**config.mk**
```make
export PLATFORM = sky130hd
export DESIGN_NAME = bus_xfer_sequencer_flat
export DESIGN_NICKNAME = d
export VERILOG_FILES = /design/src/rtl/bus_xfer_sequencer_if.sv /design/src/rtl/bus_xfer_sequencer.sv /design/src/flat_wrapper.sv
export SDC_FILE = /design/constraint.sdc
export NUM_CORES = 1
export LEC_CHECK = 0
export BUFFER_PORTS_ARGS = -buffer_cell sky130_fd_sc_hd__buf_4
export CORE_ASPECT_RATIO = 2
export CORE_MARGIN = 8
export CORE_UTILIZATION = 45
export DETAILED_ROUTE_END_ITERATION = 10
export GPL_TIMING_DRIVEN = 0
export PLACE_DENSITY = 0.72
export SLEW_MARGIN = 20
export SYNTH_ARGS = -nofsm -noshare
export SYNTH_HDL_FRONTEND = slang
export SYNTH_SLANG_ARGS = --single-unit
export TNS_END_PERCENT = 50
```
**constraint.sdc**
```tcl
create_clock -name clk -period 4.2 [get_ports clk]
set_clock_uncertainty 0.1 [all_clocks]
set_input_delay 1.05 -clock clk [delete_from_list [all_inputs] [get_ports clk]]
set_output_delay 1.05 -clock clk [all_outputs]
set_load 0.02 [all_outputs]
```
**src/rtl/bus_xfer_sequencer_if.sv**
```systemverilog
// Command/strobe bundle between the transfer-command producer and bus_xfer_sequencer.
interface bus_xfer_if #(
   parameter int unsigned NSRC = 25
);
   logic            xfer_valid;
   logic            xfer_ready;
   logic [4:0]      xfer_src;
   logic [NSRC-1:0] xfer_dst;
   logic [NSRC-1:0] out_en;
   logic [NSRC-1:0] in_en;
   logic            busy;
   logic            done;
   logic            err;

   modport master (
      output xfer_valid, xfer_src, xfer_dst,
      input  xfer_ready, out_en, in_en, busy, done, err
   );

   modport slave (
      input  xfer_valid, xfer_src, xfer_dst,
      output xfer_ready, out_en, in_en, busy, done, err
   );
endinterface

```
**src/rtl/bus_xfer_sequencer.sv**
```systemverilog
// Queues {src, dst} bus-transfer commands and sequences each as a DRIVE/LATCH pair of one-hot strobes.
// Optional XFER_SELF_CHECK_EN: commands whose dst includes their own src are rejected.
module bus_xfer_sequencer #(
   parameter int unsigned NSRC  = 25,
   parameter int unsigned DEPTH = 2
) (
   input logic       clk,
   input logic       clr,
   bus_xfer_if.slave bus
);
   localparam int unsigned AW = (DEPTH > 1) ? $clog2(DEPTH) : 1;
   localparam int unsigned CW = $clog2(DEPTH + 1);

`ifdef XFER_SELF_CHECK_EN
   localparam bit SELF_CHECK = 1'b1;
`else
   localparam bit SELF_CHECK = 1'b0;
`endif

   typedef enum logic [1:0] {IDLE = 2'd0, DRIVE = 2'd1, LATCH = 2'd2} state_t;

   state_t          state, state_nx;
   logic [4:0]      cur_src, src_nx;
   logic [NSRC-1:0] cur_dst, dst_nx;
   logic [4:0]      fifo_src [DEPTH];
   logic [NSRC-1:0] fifo_dst [DEPTH];
   logic [AW-1:0]   rd_ptr, wr_ptr;
   logic [CW-1:0]   count, count_nx;
   logic            accept, push, pop, bypass, take, fifo_nonempty;
   logic [4:0]      take_src;
   logic [NSRC-1:0] take_dst;
   logic            done_nx, err_nx, busy_nx;
   logic [NSRC-1:0] out_en_nx, in_en_nx;

   function automatic logic [NSRC-1:0] onehot(input logic [4:0] s);
      logic [NSRC-1:0] v;
      v = '0;
      for (int unsigned i = 0; i < NSRC; i++)
         if (32'(s) == i) v[i] = 1'b1;
      return v;
   endfunction

   function automatic logic cmd_ok(input logic [4:0] s, input logic [NSRC-1:0] d);
      logic ok;
      ok = (32'(s) < NSRC) && (d != '0);
      if (SELF_CHECK && ((onehot(s) & d) != '0)) ok = 1'b0;
      return ok;
   endfunction

   assign fifo_nonempty  = (count != '0);
   assign bus.xfer_ready = (count != CW'(DEPTH));
   assign accept         = bus.xfer_valid & bus.xfer_ready;

   always_comb begin
      state_nx = state;
      src_nx   = cur_src;
      dst_nx   = cur_dst;
      pop      = 1'b0;
      bypass   = 1'b0;
      take     = 1'b0;
      take_src = fifo_src[rd_ptr];
      take_dst = fifo_dst[rd_ptr];
      done_nx  = 1'b0;
      err_nx   = 1'b0;

      unique case (state)
         IDLE: begin
            // An empty FIFO in IDLE hands the incoming command straight to the FSM,
            // so a transfer starts driving the cycle after it is accepted.
            if (fifo_nonempty) begin
               take = 1'b1;
               pop  = 1'b1;
            end else if (accept) begin
               take     = 1'b1;
               bypass   = 1'b1;
               take_src = bus.xfer_src;
               take_dst = bus.xfer_dst;
            end
         end
         DRIVE: state_nx = LATCH;
         LATCH: begin
            done_nx  = 1'b1;
            state_nx = IDLE;
            if (fifo_nonempty) begin
               take = 1'b1;
               pop  = 1'b1;
            end
         end
         default: state_nx = IDLE;
      endcase

      if (take) begin
         if (cmd_ok(take_src, take_dst)) begin
            state_nx = DRIVE;
            src_nx   = take_src;
            dst_nx   = take_dst;
         end else begin
            err_nx   = 1'b1;
            state_nx = IDLE;
         end
      end

      push      = accept & ~bypass;
      count_nx  = count + CW'(push) - CW'(pop);
      out_en_nx = (state_nx != IDLE) ? onehot(src_nx) : '0;
      in_en_nx  = (state_nx == LATCH) ? dst_nx : '0;
      busy_nx   = (state_nx != IDLE) || (count_nx != '0);
   end

   always_ff @(posedge clk) begin
      if (clr) begin
         state      <= IDLE;
         cur_src    <= '0;
         cur_dst    <= '0;
         rd_ptr     <= '0;
         wr_ptr     <= '0;
         count      <= '0;
         bus.out_en <= '0;
         bus.in_en  <= '0;
         bus.done   <= 1'b0;
         bus.err    <= 1'b0;
         bus.busy   <= 1'b0;
      end else begin
         state      <= state_nx;
         cur_src    <= src_nx;
         cur_dst    <= dst_nx;
         count      <= count_nx;
         if (push) wr_ptr <= wr_ptr + AW'(1);
         if (pop)  rd_ptr <= rd_ptr + AW'(1);
         bus.out_en <= out_en_nx;
         bus.in_en  <= in_en_nx;
         bus.done   <= done_nx;
         bus.err    <= err_nx;
         bus.busy   <= busy_nx;
      end
   end

   always_ff @(posedge clk) begin
      if (push && !clr) begin
         fifo_src[wr_ptr] <= bus.xfer_src;
         fifo_dst[wr_ptr] <= bus.xfer_dst;
      end
   end
endmodule

```
**src/flat_wrapper.sv**
```systemverilog
// flat-port wrapper written by rule: the top's interface ports become plain ports
module bus_xfer_sequencer_flat 
#(
   parameter int unsigned NSRC  = 25,
   parameter int unsigned DEPTH = 2
)
  (clk, clr, bus_xfer_valid, bus_xfer_src, bus_xfer_dst, bus_xfer_ready, bus_out_en, bus_in_en, bus_busy, bus_done, bus_err);
  bus_xfer_if #(.NSRC(NSRC)) bus_i ();
  input logic clk;
  input logic clr;
  input wire logic [$bits(bus_i.xfer_valid)-1:0] bus_xfer_valid;
  input wire logic [$bits(bus_i.xfer_src)-1:0] bus_xfer_src;
  input wire logic [$bits(bus_i.xfer_dst)-1:0] bus_xfer_dst;
  output wire logic [$bits(bus_i.xfer_ready)-1:0] bus_xfer_ready;
  output wire logic [$bits(bus_i.out_en)-1:0] bus_out_en;
  output wire logic [$bits(bus_i.in_en)-1:0] bus_in_en;
  output wire logic [$bits(bus_i.busy)-1:0] bus_busy;
  output wire logic [$bits(bus_i.done)-1:0] bus_done;
  output wire logic [$bits(bus_i.err)-1:0] bus_err;
  assign bus_i.xfer_valid = bus_xfer_valid;
  assign bus_i.xfer_src = bus_xfer_src;
  assign bus_i.xfer_dst = bus_xfer_dst;
  assign bus_xfer_ready = bus_i.xfer_ready;
  assign bus_out_en = bus_i.out_en;
  assign bus_in_en = bus_i.in_en;
  assign bus_busy = bus_i.busy;
  assign bus_done = bus_i.done;
  assign bus_err = bus_i.err;
  bus_xfer_sequencer #(.NSRC(NSRC), .DEPTH(DEPTH)) u_core (.clk(clk), .clr(clr), .bus(bus_i));
endmodule
```
Word level (Yosys, flattened, before mapping)
Memories as Yosys holds them, arrays and structs flattened. A register that Yosys moved wholly into a read port is not among the register bits.
Cells that the tools add are included.
W data, S select, Z words.

operators by class
  $add $sub $neg = 4
  equal/unequal tests = 28
  multiplexer cells = 53
  $lt $le $gt $ge = 1
  reduce and logical (&&, ||, !) cells = 14
  bitwise operators = 6

operators with widths
  kind                   number
  $mux W25               5
  $eq A5 B5 Y1 const B   9
  $eq A5 B4 Y1 const B   8
  $mux W1                40
  $mux W5                5
  $reduce_bool A25 Y1    1
  $eq A5 B3 Y1 const B   4
  $eq A5 B2 Y1 const B   2
  $reduce_or A2 Y1       4
  $reduce_bool A2 Y1     3
  $eq A5 B1 Y1 const B   1
  $logic_not A5 Y1       1
  $lt A5 B5 Y1 const B   1
  $eq A2 B2 Y1 const B   2
  $not A1 Y1             4
  $pmux W2 S2            1
  $add A1 B1 Y1 const B  2
  $add A2 B1 Y2          1
  $and A1 B1 Y1          2
  $eq A2 B1 Y1 const B   1
  $logic_and A1 B1 Y1    2
  $logic_not A2 Y1       1
  $mux W2                1
  $ne A2 B2 Y1 const B   1
  other kinds (4)        4

storage, ports and cells
  logic and storage cells = 119
  flip-flop bits (word level) = 89
  memories kept = 2
  output and inout bits = 54
  bits of input ports = 33
  RAM bits = 60

memory list
  memory           depth  bits a word  read ports  clocked after Yosys merged registers in  write ports  line                      RTL
  u_core.fifo_dst  2      25           1           1                                        1            bus_xfer_sequencer.sv:26  logic [NSRC-1:0] fifo_dst [DEPTH];
  u_core.fifo_src  2      5            1           1                                        1            bus_xfer_sequencer.sv:25  logic [4:0] fifo_src [DEPTH];

Depth between registers and ports, before layout
Gate-level depths: netlist of run 1.

  depth in word-level cells = 12
  mapped depth = 10
  mapped depth without buffers = 10

Worst setup path before layout of run 1
Ideal clock, no wire load.

  path kind = input to register
  start point = input clr
  end point = memory u_core.fifo_dst[0][0] (enable)
  cell stages on the path = 3
  path slack = 74 ps
  required time = 3646 ps
  setup time = 454 ps
  data arrival time = 3572 ps
  path buffers = 2
  cell sequence = clkbuf_1 > clkbuf_1 > nor3_1

between the ends
  word-level cells in the longest chain between the ends = 4

ends and longest elaborated chain
  item                           line                       RTL
  start, declared                flat_wrapper.sv:10         input logic clr;
  $logic_not A1 Y1               bus_xfer_sequencer.sv:139  if (push && !clr) begin
  $logic_and A1 B1 Y1            bus_xfer_sequencer.sv:139
  $mux W1                        bus_xfer_sequencer.sv:139
  $mux W1 (not written as such)  bus_xfer_sequencer.sv:141  fifo_dst[wr_ptr] <= bus.xfer_dst;
  end, declared                  bus_xfer_sequencer.sv:26

Every way passes these cells.

Final worst setup path of run 1
  start point = input bus_xfer_dst[14]
  end point = register u_core.cur_dst[7]

between the ends
  word-level cells in the longest chain between the ends = 7

ends and longest elaborated chain
  item                  line                       RTL
  start, declared       flat_wrapper.sv:13         input wire logic [$bits(bus_i.xfer_dst)-1:0] bus_xfer_dst;
  $mux W25              bus_xfer_sequencer.sv:73   end else if (accept) begin
  $mux W25              bus_xfer_sequencer.sv:70   if (fifo_nonempty) begin
  $mux W25              bus_xfer_sequencer.sv:66   unique case (state)
  $reduce_bool A25 Y1   bus_xfer_sequencer.sv:45   ok = (32'(s) < NSRC) && (d != '0);
  $logic_and A1 B1 Y1   bus_xfer_sequencer.sv:45
  $mux W25              bus_xfer_sequencer.sv:93   if (cmd_ok(take_src, take_dst)) begin
  $mux W25              bus_xfer_sequencer.sv:92   if (take) begin
  end signal, assigned  bus_xfer_sequencer.sv:126  cur_dst <= dst_nx;
  end, declared         bus_xfer_sequencer.sv:24   logic [NSRC-1:0] cur_dst, dst_nx;

Every way passes these cells.
A chain may end at the register's enable or synchronous reset.

==> impl_results.md, run 1 <==
* Initial antenna violation count at 0
* Core area at between 10000 and 15000 um2
* Final slew viol count at 0
* Final core utilization at a little under three fifths
* Die area at around 17000 um2
* Setup CP Type: in -> reg
* Post-DP HPWL at between 10000 and 15000 um
* Fillers at about 1.1k
* Initial Utilization at a little under half
* Final number of setup-violating endpoints at 0
* Die W at 96.8 um
* CP Cell Sequence: buf_4, or3_1, or4_1, o31ai_1, clkbuf_1, o21ai_0, a21oi_1
* WHS Path Cells at 1
* Setup WS pre-CTS at slightly below 900 ps
* CTS tree: yes
* Max VDD drop at 374 uV
* CP max-delay cell: or4_1
* Worst setup path start: bus_xfer_dst[14]
* Area Overhead vs Synth at 25.0%
* Worst r2r src: u_core.count[1]
* Post-synth EDFFs at 60
* R2r endpoint: u_core.cur_dst[7]
* Pwr Total at approximately 4.7 mW
* Synth top area share at between 30% and 40%
* Synth Instances at between 500 and 600
* Worst Setup End Kind: flip-flop
* Congestion Overflow GR at 0
* Nets at 680
* Post-synthesis async set-or-reset flop share at 0%
* Multi-input logic area at roughly 2100 um2
* Max incr delay on CP at 600 ps
* Antenna Nets Post-Route at 0
* CP startpoint kind: input port
* Min cycle time layout at around 2900 ps
* Placed Area at between 6000 and 7000 um2
* Final worst setup slack at about 1300 ps
* Most instantiated cells after synthesis: 90 x dfxtp_1, 60 x edfxtp_1, 55 x a21oi_1, 43 x nor2_1, 41 x o21ai_0
* CTS Root Cell: clkbuf_16
* Worst skew pair latency at about 430 ps
* Synth warn at 0
* Min-delay src: u_core.cur_dst[18]
* Num CTS Buffers at 17
* Vias per cell at around 5.6
* Max frequency at about 340 MHz
* Buffers on Ports at 85
* Syn_nets at around 570
* Vias at roughly 4.6k
* Top post-synthesis cells by area: dfxtp_1 31%, edfxtp_1 31%, mux2i_1 4.9%
* Rows at 59
* CP delay by family, top: simple AND/OR/NAND/NOR gates
* Die Ht at between 150 and 200 um
* Post-synthesis sequential area ratio at around 60%
* Hold_buf cts at 0
* Crit path DAT at between 3000 and 4000 ps
* Routed len/inst at 19.1 um
* Flops & latches, synth at 150
* First-pass GRT wire length at 24500 um
* Setup Buffers After CTS at 0
* Unrepaired setup endpoints after global routing: false
* Total of max-cap violations at 0
* Final Wtd Congestion at about 0.93
* Tcrit/Tclk final at a little over two thirds
* Area leader, netlist: dfxtp_1
* Worst Tran Pin Value at approximately 830 ps
* DRT Pass-1 Iters at 5
* FF-to-FF setup slack at 1330 ps
* Crit Path Max Fanout at 10
* DR iter-0 viols at between 200 and 250
* Status: finished, final reports clean
* Routed wire length at about 15000 um
* Max clock buf depth at 2
* Largest net degree at the start of global routing at 31
* Post-Syn Area per Cell at about 11 um2
* Slew HR at 44.5%
* Gr usage total at roughly 18%
* Mapped Area at 5870 um2
* DR DRC count at 0
* Yosys cell types at 44
* P per Cell Area at ~650 nW/um2
* Vias in the first global route at 4750
* I/O Pins at 87
* Post-cts gate resize count at 0
* Hold WC Path Type: reg -> reg
* TritonCTS Sinks at 150
* Clock transition at path regs at about 60 ps
* R2R depth at 7
* Leak at 2.75 nW
* Final Hold Fails at 0
* Ys flop type: dfxtp_1
* Final Cell Area at about 7300 um2
* Ant diodes at 0
* Worst path bufs/invs at 2
* Worst endpoint required time at between 4000 and 5000 ps
* CTS HTree Levels at 4
* Layout cells sized above 1 at a little over a fifth
* Reg area at about 3600 um2
* Post-route setup TNS at 0 ps
* Most frequent cell after synthesis: dfxtp_1
* Worst Hold Path EP: u_core.bus.in_en[18]
kinds of logic (layout without fill, tap and decap cells):
kind of cell	Yosys count	count (layout)	share of synthesized area, %
multiplexers	34	34	5.90
buffers and inverters	38	159	2.90
AND/OR/NAND/NOR	179	179	16.0
AO/OA/AOI/OAI	130	130	12.8
adder cells (fa/ha/maj)	2	2	0.426
XOR/XNOR	4	4	0.597
flip-flops	150	150	61.4
final cells by class:
cell class                 count  share of cell area (%)
multi-input combinational    349                    28.7
buffer                        33                    2.06
inverter                       5                   0.256
timing repair buffer          89                    9.27
sequential                   150                    49.1
clock buffer                  19                    6.32
clock inverter                13                    1.75
tap                          152                    2.59
power by group:
part,switching (mW),internal [mW],leakage (nW)
sequential,0.112,1.75,1.28
clock,0.621,0.882,0.291
combinational,0.885,0.503,1.18
total,1.62,3.13,2.75
stage by stage:
stage / hold slack, ps / cells
after floorplan: 323 / 537
after CTS: 352 / 810
after detailed placement: 337 / 778
after global routing: 367 / 810
final: 348 / 810
after global placement: 336 / 774
registers in the layout, indices dropped and copies added, names as in the netlist, 2 cells and up, named ones only:
signal	cells
u_core.fifo_dst	50
u_core.state	2
u_core.bus.in_en	25
u_core.bus.out_en	25
u_core.cur_src	5
u_core.fifo_src	10
u_core.cur_dst	25
u_core.count	2
how the worst max path moves through the flow:
stage | endpoint | depth (start not counted) | slack [ps]
after floorplan | u_core.fifo_dst[0][0] | 3 | 70
after global placement | u_core.fifo_dst[0][15] | 3 | -1180
after detailed placement | u_core.cur_dst[7] | 7 | 880
after CTS | u_core.cur_dst[7] | 7 | 1310
after global routing | u_core.bus.out_en[13] | 6 | 1070
final | u_core.cur_dst[7] | 7 | 1270
cell usage in the layout, fill, tap and decap left out, drive strengths merged, types with 25 or more instances in the layout:
cell,Yosys,routed
a21oi,55,55
and2,25,25
buf,11,100
clkbuf,22,41
dfxtp,90,90
edfxtp,60,60
mux2i,29,29
nand3,35,35
nor2,43,43
o21ai,41,41
per-layer routing:
metal	share of wire, %	up-vias	GRT usage (%)
li1	-	2191	-
met4	3.2	0	10.1
met5	0	-	0
met2	56	152	34.6
met3	4.4	35	3.98
met1	36	2191	17.1
worst register-to-register path, delay by kind of cell, from the launching register on:
kind                   cells  cell delay (ps)
and+or+nand+nor            2             1070
DFF                        1              370
buffers and inverters      1              270
AOI/OAI and AO/OA          4              940
Power figures use the tool's default switching activity.
==> run 2, diff against run 1 <==
- clock period: 4.2 -> 2.6 ns (I/O delays scaled with it)
==> impl_results.md, run 2 (synthesis results as in run 1) <==
* Worst Setup End Kind: flip-flop (unchanged)
* Ant diodes at 0 (unchanged)
* Setup WS pre-CTS at -417 ps (was 879 ps)
* Final slew viol count at 0 (unchanged)
* Rows at 59 (unchanged)
* Vias at 4667 (was 4569)
* Max VDD drop at 606 uV (was 374 uV)
* Die W at 96.8 um (unchanged)
* Die Ht at 178 um (unchanged)
* Crit Path Max Fanout at 10 (unchanged)
* Vias in the first global route at 4896 (was 4750)
* CP startpoint kind: flip-flop (was input port)
* Leak at 2.87 nW (was 2.75 nW)
* Final core utilization at 60.1% (was 56.8%)
* FF-to-FF setup slack at -120 ps (was 1330 ps)
* Max clock buf depth at 2 (unchanged)
* Largest Register: u_core.fifo_dst (unchanged)
* DR iter-0 viols at 206 (was 230)
* Commonest non-fill, non-tap cell in the layout: buf_4 (was dfxtp_1)
* Hold WC Path Type: in -> reg (was reg -> reg)
* I/O Pins at 87 (unchanged)
* Core area at 12900 um2 (unchanged)
* Min cycle time layout at around 2700 ps
* Total of max-cap violations at 0 (unchanged)
* Tcrit/Tclk final at 105%
* Slew HR at 44.8% (was 44.5%)
* Unrepaired setup endpoints after global routing: true (was false)
* P per Cell Area at 1100 nW/um2 (was 647 nW/um2)
* Initial antenna violation count at 0 (unchanged)
* Nets at 684 (was 680)
* DR DRC count at 0 (unchanged)
* Worst endpoint required time at 2840 ps (was 4440 ps)
* Final number of setup-violating endpoints at 29 (was 0)
* Commonest non-fill, non-tap cells in the layout: 91 x buf_4, 86 x dfxtp_1, 60 x edfxtp_1 (was 90 x dfxtp_1, 88 x buf_4, 60 x edfxtp_1)
* Routed len/inst at 20.2 um (was 19.1 um)
* Worst skew pair latency at 420 ps (was 430 ps)
* CTS Root Cell: clkbuf_16 (unchanged)
* Die area at 17200 um2 (unchanged)
* Gr usage total at 18.6% (was 18.0%)
* First-pass GRT wire length at 25400 um (was 24500 um)
* Final worst setup slack at -118 ps (was 1270 ps)
* DRT Pass-1 Iters at 4 (was 5)
* Final Wtd Congestion at 0.917 (was 0.933)
* Max FFs per register at 50 (unchanged)
* Initial Utilization at 45.5% (unchanged)
* Congestion Overflow GR at 0 (unchanged)
* Worst r2r src: u_core.count[0] (was u_core.count[1])
* Largest net degree at the start of global routing at 31 (unchanged)
* Final Hold Fails at 0 (unchanged)
* Routed wire length at 16400 um (was 15400 um)
* Max frequency at roughly 370 MHz
* Worst setup path start: u_core.count[0] (was bus_xfer_dst[14])
* Fillers at 1072 (was 1115)
* Area Overhead vs Synth at 32.3% (was 25.0%)
* R2R depth at 9 (was 7)
* Worst Tran Pin Value at 827 ps (was 832 ps)
* Layout cells sized above 1 at 30.8% (was 21.7%)
* Vias per cell at 5.73 (was 5.64)
* Clock transition at path regs at 60 ps (about the same)
* Pwr Total at 8.52 mW (was 4.75 mW)
* WHS Path Cells at 1 (unchanged)
* Buffers on Ports at 85 (unchanged)
* CTS HTree Levels at 4 (unchanged)
* Hold_buf cts at 0 (unchanged)
* TritonCTS Sinks at 150 (unchanged)
* Num CTS Buffers at 17 (unchanged)
* Failing checks: negative setup slack
* Setup CP Type: reg -> reg (was in -> reg)
* Post-DP HPWL at 12100 um (was 12000 um)
* Min-delay src: bus_xfer_src[1] (was u_core.cur_dst[18])
* Status: finished, violations left (was finished, final reports clean)
* Antenna Nets Post-Route at 0 (unchanged)
* CTS tree: yes (unchanged)
* Crit path DAT at 2960 ps (was 3180 ps)
run 2: cell count changes in the layout (fill, tap and decap cells not counted), sizes merged:
cell	delta
bufinv	+1
clkinv	-1
clkbuf	-2
buf	+6
run 2: timing repair:
action                     CTS  global route
resized for setup           25            99
cloned                       0             1
setup buffers                2             4
setup endpoints to repair   55            51
pin swaps                    4            16
run 2: worst max-delay path: stages (launching register included):
cell and delay (ps):
dfxtp_4 360, or4_4 560, buf_4 180, o22ai_2 200, nor4_2 110, nor3_2 280
buf_4 260, clkbuf_4 290, nand3_2 120, a21oi_1 180
run 2: cell type report:
class | count | area (um2) | area share [%]
clock inverter | 13 | 144 | 1.85
clock buffer | 19 | 433 | 5.57
timing repair buffer | 94 | 742 | 9.55
sequential | 150 | 3610 | 46.5
inverter | 5 | 18.8 | 0.242
tap | 152 | 190 | 2.45
buffer | 32 | 193 | 2.48
multi-input combinational | 349 | 2440 | 31.4
run 2: worst paths after layout:
path	end
max	u_core.cur_dst[4]
min	u_core.fifo_src[0][1]
max reg2reg	u_core.cur_dst[4]
min reg2reg	u_core.bus.in_en[13]
run 2: report_power, final:
part | leakage [nW] | switching (mW) | internal (mW)
sequential | 1.28 | 0.215 | 2.83
combinational | 1.31 | 1.87 | 1.18
clock | 0.283 | 0.996 | 1.43
total | 2.87 | 3.08 | 5.44
run 2: per-stage QoR:
stage,cells,hold WS [ps],area [um2],setup TNS (ps)
2_1_floorplan,537,323,5880,0
3_3_place_gp,774,337,6710,-26870
3_5_place_dp,776,343,6740,-12600
4_1_cts,809,321,7440,-43.5
5_1_grt,814,322,7770,-4970
6_report,814,323,7770,-1060
run 2: per-layer routing:
metal	part of all wire, %	wire length [um]	global-route usage [%]
met1	35	5830	18.0
met2	56	9250	35.3
met3	4.4	721	3.59
met4	3.8	631	10.8
met5	0	0	0
==> run 3, diff against run 2 <==
- CORE_ASPECT_RATIO: 2 -> 1.5
==> impl_results.md, run 3 (synthesis results as in run 1) <==
* Routed len/inst at 19.0 um (was 20.2 um)
* FF-to-FF setup slack at -20 ps (was -120 ps)
* CTS Root Cell: clkbuf_16 (unchanged)
* R2r endpoint: u_core.cur_src[1] (was u_core.cur_dst[4])
* Worst skew pair latency at 420 ps (about the same)
* DRT Pass-1 Iters at 5 (was 4)
* Max clock buf depth at 2 (unchanged)
* Die area at 17000 um2 (was 17200 um2)
* Routed wire length at 15600 um (was 16400 um)
* Clock transition at path regs at 60 ps (about the same)
* CTS HTree Levels at 4 (unchanged)
* Core area at 12900 um2 (about the same)
* I/O Pins at 87 (unchanged)
* Crit Path Max Fanout at 10 (unchanged)
* P per Cell Area at 1090 nW/um2 (was 1100 nW/um2)
* Setup WS pre-CTS at -317 ps (was -417 ps)
* Final number of setup-violating endpoints at 1 (was 29)
* Post-DP HPWL at 11300 um (was 12100 um)
* Hold WC Path Type: in -> reg (unchanged)
* DR DRC count at 0 (unchanged)
* CTS tree: yes (unchanged)
* Final Hold Fails at 0 (unchanged)
* Largest Register: u_core.fifo_dst (unchanged)
* Buffers on Ports at 85 (unchanged)
* Worst setup path start: u_core.count[0] (unchanged)
* Die Ht at 156 um (was 178 um)
* Initial Utilization at 45.6% (was 45.5%)
* Min-delay src: bus_xfer_dst[15] (was bus_xfer_src[1])
* TritonCTS Sinks at 150 (unchanged)
* Die W at 109 um (was 96.8 um)
* Worst r2r src: u_core.count[0] (unchanged)
* Failing checks: negative setup slack (unchanged)
* Max FFs per register at 50 (unchanged)
* First-pass GRT wire length at 24000 um (was 25400 um)
* Status: finished, violations left (unchanged)
* Area Overhead vs Synth at 31.5% (was 32.3%)
* Final Wtd Congestion at 0.896 (was 0.917)
* Leak at 2.88 nW (was 2.87 nW)
* Placed Area at 6770 um2 (was 6740 um2)
* Initial antenna violation count at 0 (unchanged)
* Worst Setup End Kind: flip-flop (unchanged)
* Total of max-cap violations at 0 (unchanged)
* Vias in the first global route at 4733 (was 4896)
* CP max-delay cell: or4_4 (unchanged)
* Gr usage total at 18.3% (was 18.6%)
* Fillers at 1063 (was 1072)
* Nets at 686 (was 684)
* Tcrit/Tclk final at 101% (was 105%)
* Antenna Nets Post-Route at 0 (unchanged)
* Num CTS Buffers at 17 (unchanged)
* Commonest non-fill, non-tap cells in the layout: 95 x buf_4, 86 x dfxtp_1, 60 x edfxtp_1 (was 91 x buf_4, 86 x dfxtp_1, 60 x edfxtp_1)
* Max incr delay on CP at 540 ps (was 560 ps)
* Crit path DAT at 2890 ps (was 2960 ps)
* Setup crit end: u_core.cur_src[1] (was u_core.cur_dst[4])
* Congestion Overflow GR at 0 (unchanged)
* CP Cell Sequence: or4_4, buf_4, o22ai_2, nor4_2, or3_1, clkbuf_2, nor4_1, a31o_4 (was or4_4, buf_4, o22ai_2, nor4_2, nor3_2, buf_4, clkbuf_4, nand3_2, a21oi_1)
* DR iter-0 viols at 272 (was 206)
* Setup CP Type: reg -> reg (unchanged)
* Ant diodes at 0 (unchanged)
* CP startpoint kind: flip-flop (unchanged)
* Layout cells sized above 1 at 28.5% (was 30.8%)
* Unrepaired setup endpoints after global routing: true (unchanged)
* Final worst setup slack at -20.6 ps (was -118 ps)
* R2R depth at 8 (was 9)
* Vias per cell at 5.65 (was 5.73)
* Final slew viol count at 0 (unchanged)
* Min cycle time layout at 2620 ps (was 2720 ps)
* Max frequency at 382 MHz (was 368 MHz)
* Commonest non-fill, non-tap cell in the layout: buf_4 (unchanged)
* Hold_buf cts at 0 (unchanged)
* Slew HR at 48.2% (was 44.8%)
* Worst endpoint required time at 2870 ps (was 2840 ps)
* Vias at 4649 (was 4667)
* Largest net degree at the start of global routing at 31 (unchanged)
* Final Cell Area at 7720 um2 (was 7770 um2)
* Worst Tran Pin Value at 776 ps (was 827 ps)
* Max VDD drop at 489 uV (was 606 uV)
* Rows at 51 (was 59)
## run 3: cell type report
cell class	instances	area (um2)	area share [%]
timing repair buffer	96	756	9.79
clock inverter	14	160	2.07
inverter	5	18.8	0.243
buffer	32	174	2.25
multi-input combinational	349	2350	30.5
sequential	150	3610	46.8
tap	159	199	2.58
clock buffer	18	450	5.83
## run 3: worst min path at each step
stage / to / slack [ps] / depth (start not counted)
finish: u_core.fifo_dst[1][15] / 330 / 1
CTS: u_core.fifo_dst[0][15] / 320 / 1
global placement: u_core.bus.in_en[20] / 340 / 1
global route: u_core.fifo_dst[0][15] / 320 / 1
floorplan: u_core.bus.in_en[0] / 320 / 1
detailed placement: u_core.bus.in_en[15] / 340 / 1
## run 3: what timing repair did
action	in CTS	in global routing
endpoints found under the setup margin	54	55
gates resized for setup	31	52
setup buffers	7	0
pin swaps	7	9
endpoints found under the hold margin	0	0
gates cloned	2	0
## run 3: worst max-delay path, delay by kind of cell, from the launching register on
family / cells / cell delay (ps)
compound gates: 2 / 360
buf+inv: 2 / 390
flops: 1 / 340
simple gates: 4 / 1370
## run 3: power breakdown
group | leakage [nW] | switching, mW | internal, mW
Clock | 0.300 | 1.03 | 1.50
Combinational | 1.30 | 1.75 | 1.11
Sequential | 1.28 | 0.214 | 2.83
Total | 2.88 | 2.99 | 5.43
## run 3: stage by stage
step | TNS [ps] | cells | utilization (%) | hold WS, ps | power (mW)
final | -20.6 | 823 | 59.9 | 330 | 8.42
after global routing | -406 | 823 | 59.9 | 317 | 8.79
after CTS | -200 | 823 | 58.6 | 318 | 8.18
after detailed placement | -10860 | 783 | 52.5 | 338 | 5.26
after global placement | -22770 | 781 | 52.1 | 337 | 5.17
after floorplan | 0 | 537 | - | 323 | 4.55
## run 3: metal layers
metal	vias up	part of all wire (%)	GRT usage (%)	wire [um]
li1	2216	-	-	-
met1	2230	38	19.8	5890
met2	175	53	31.9	8340
met3	28	6.4	4.63	1000
met4	0	2.4	8.85	380
met5	-	0	0	0
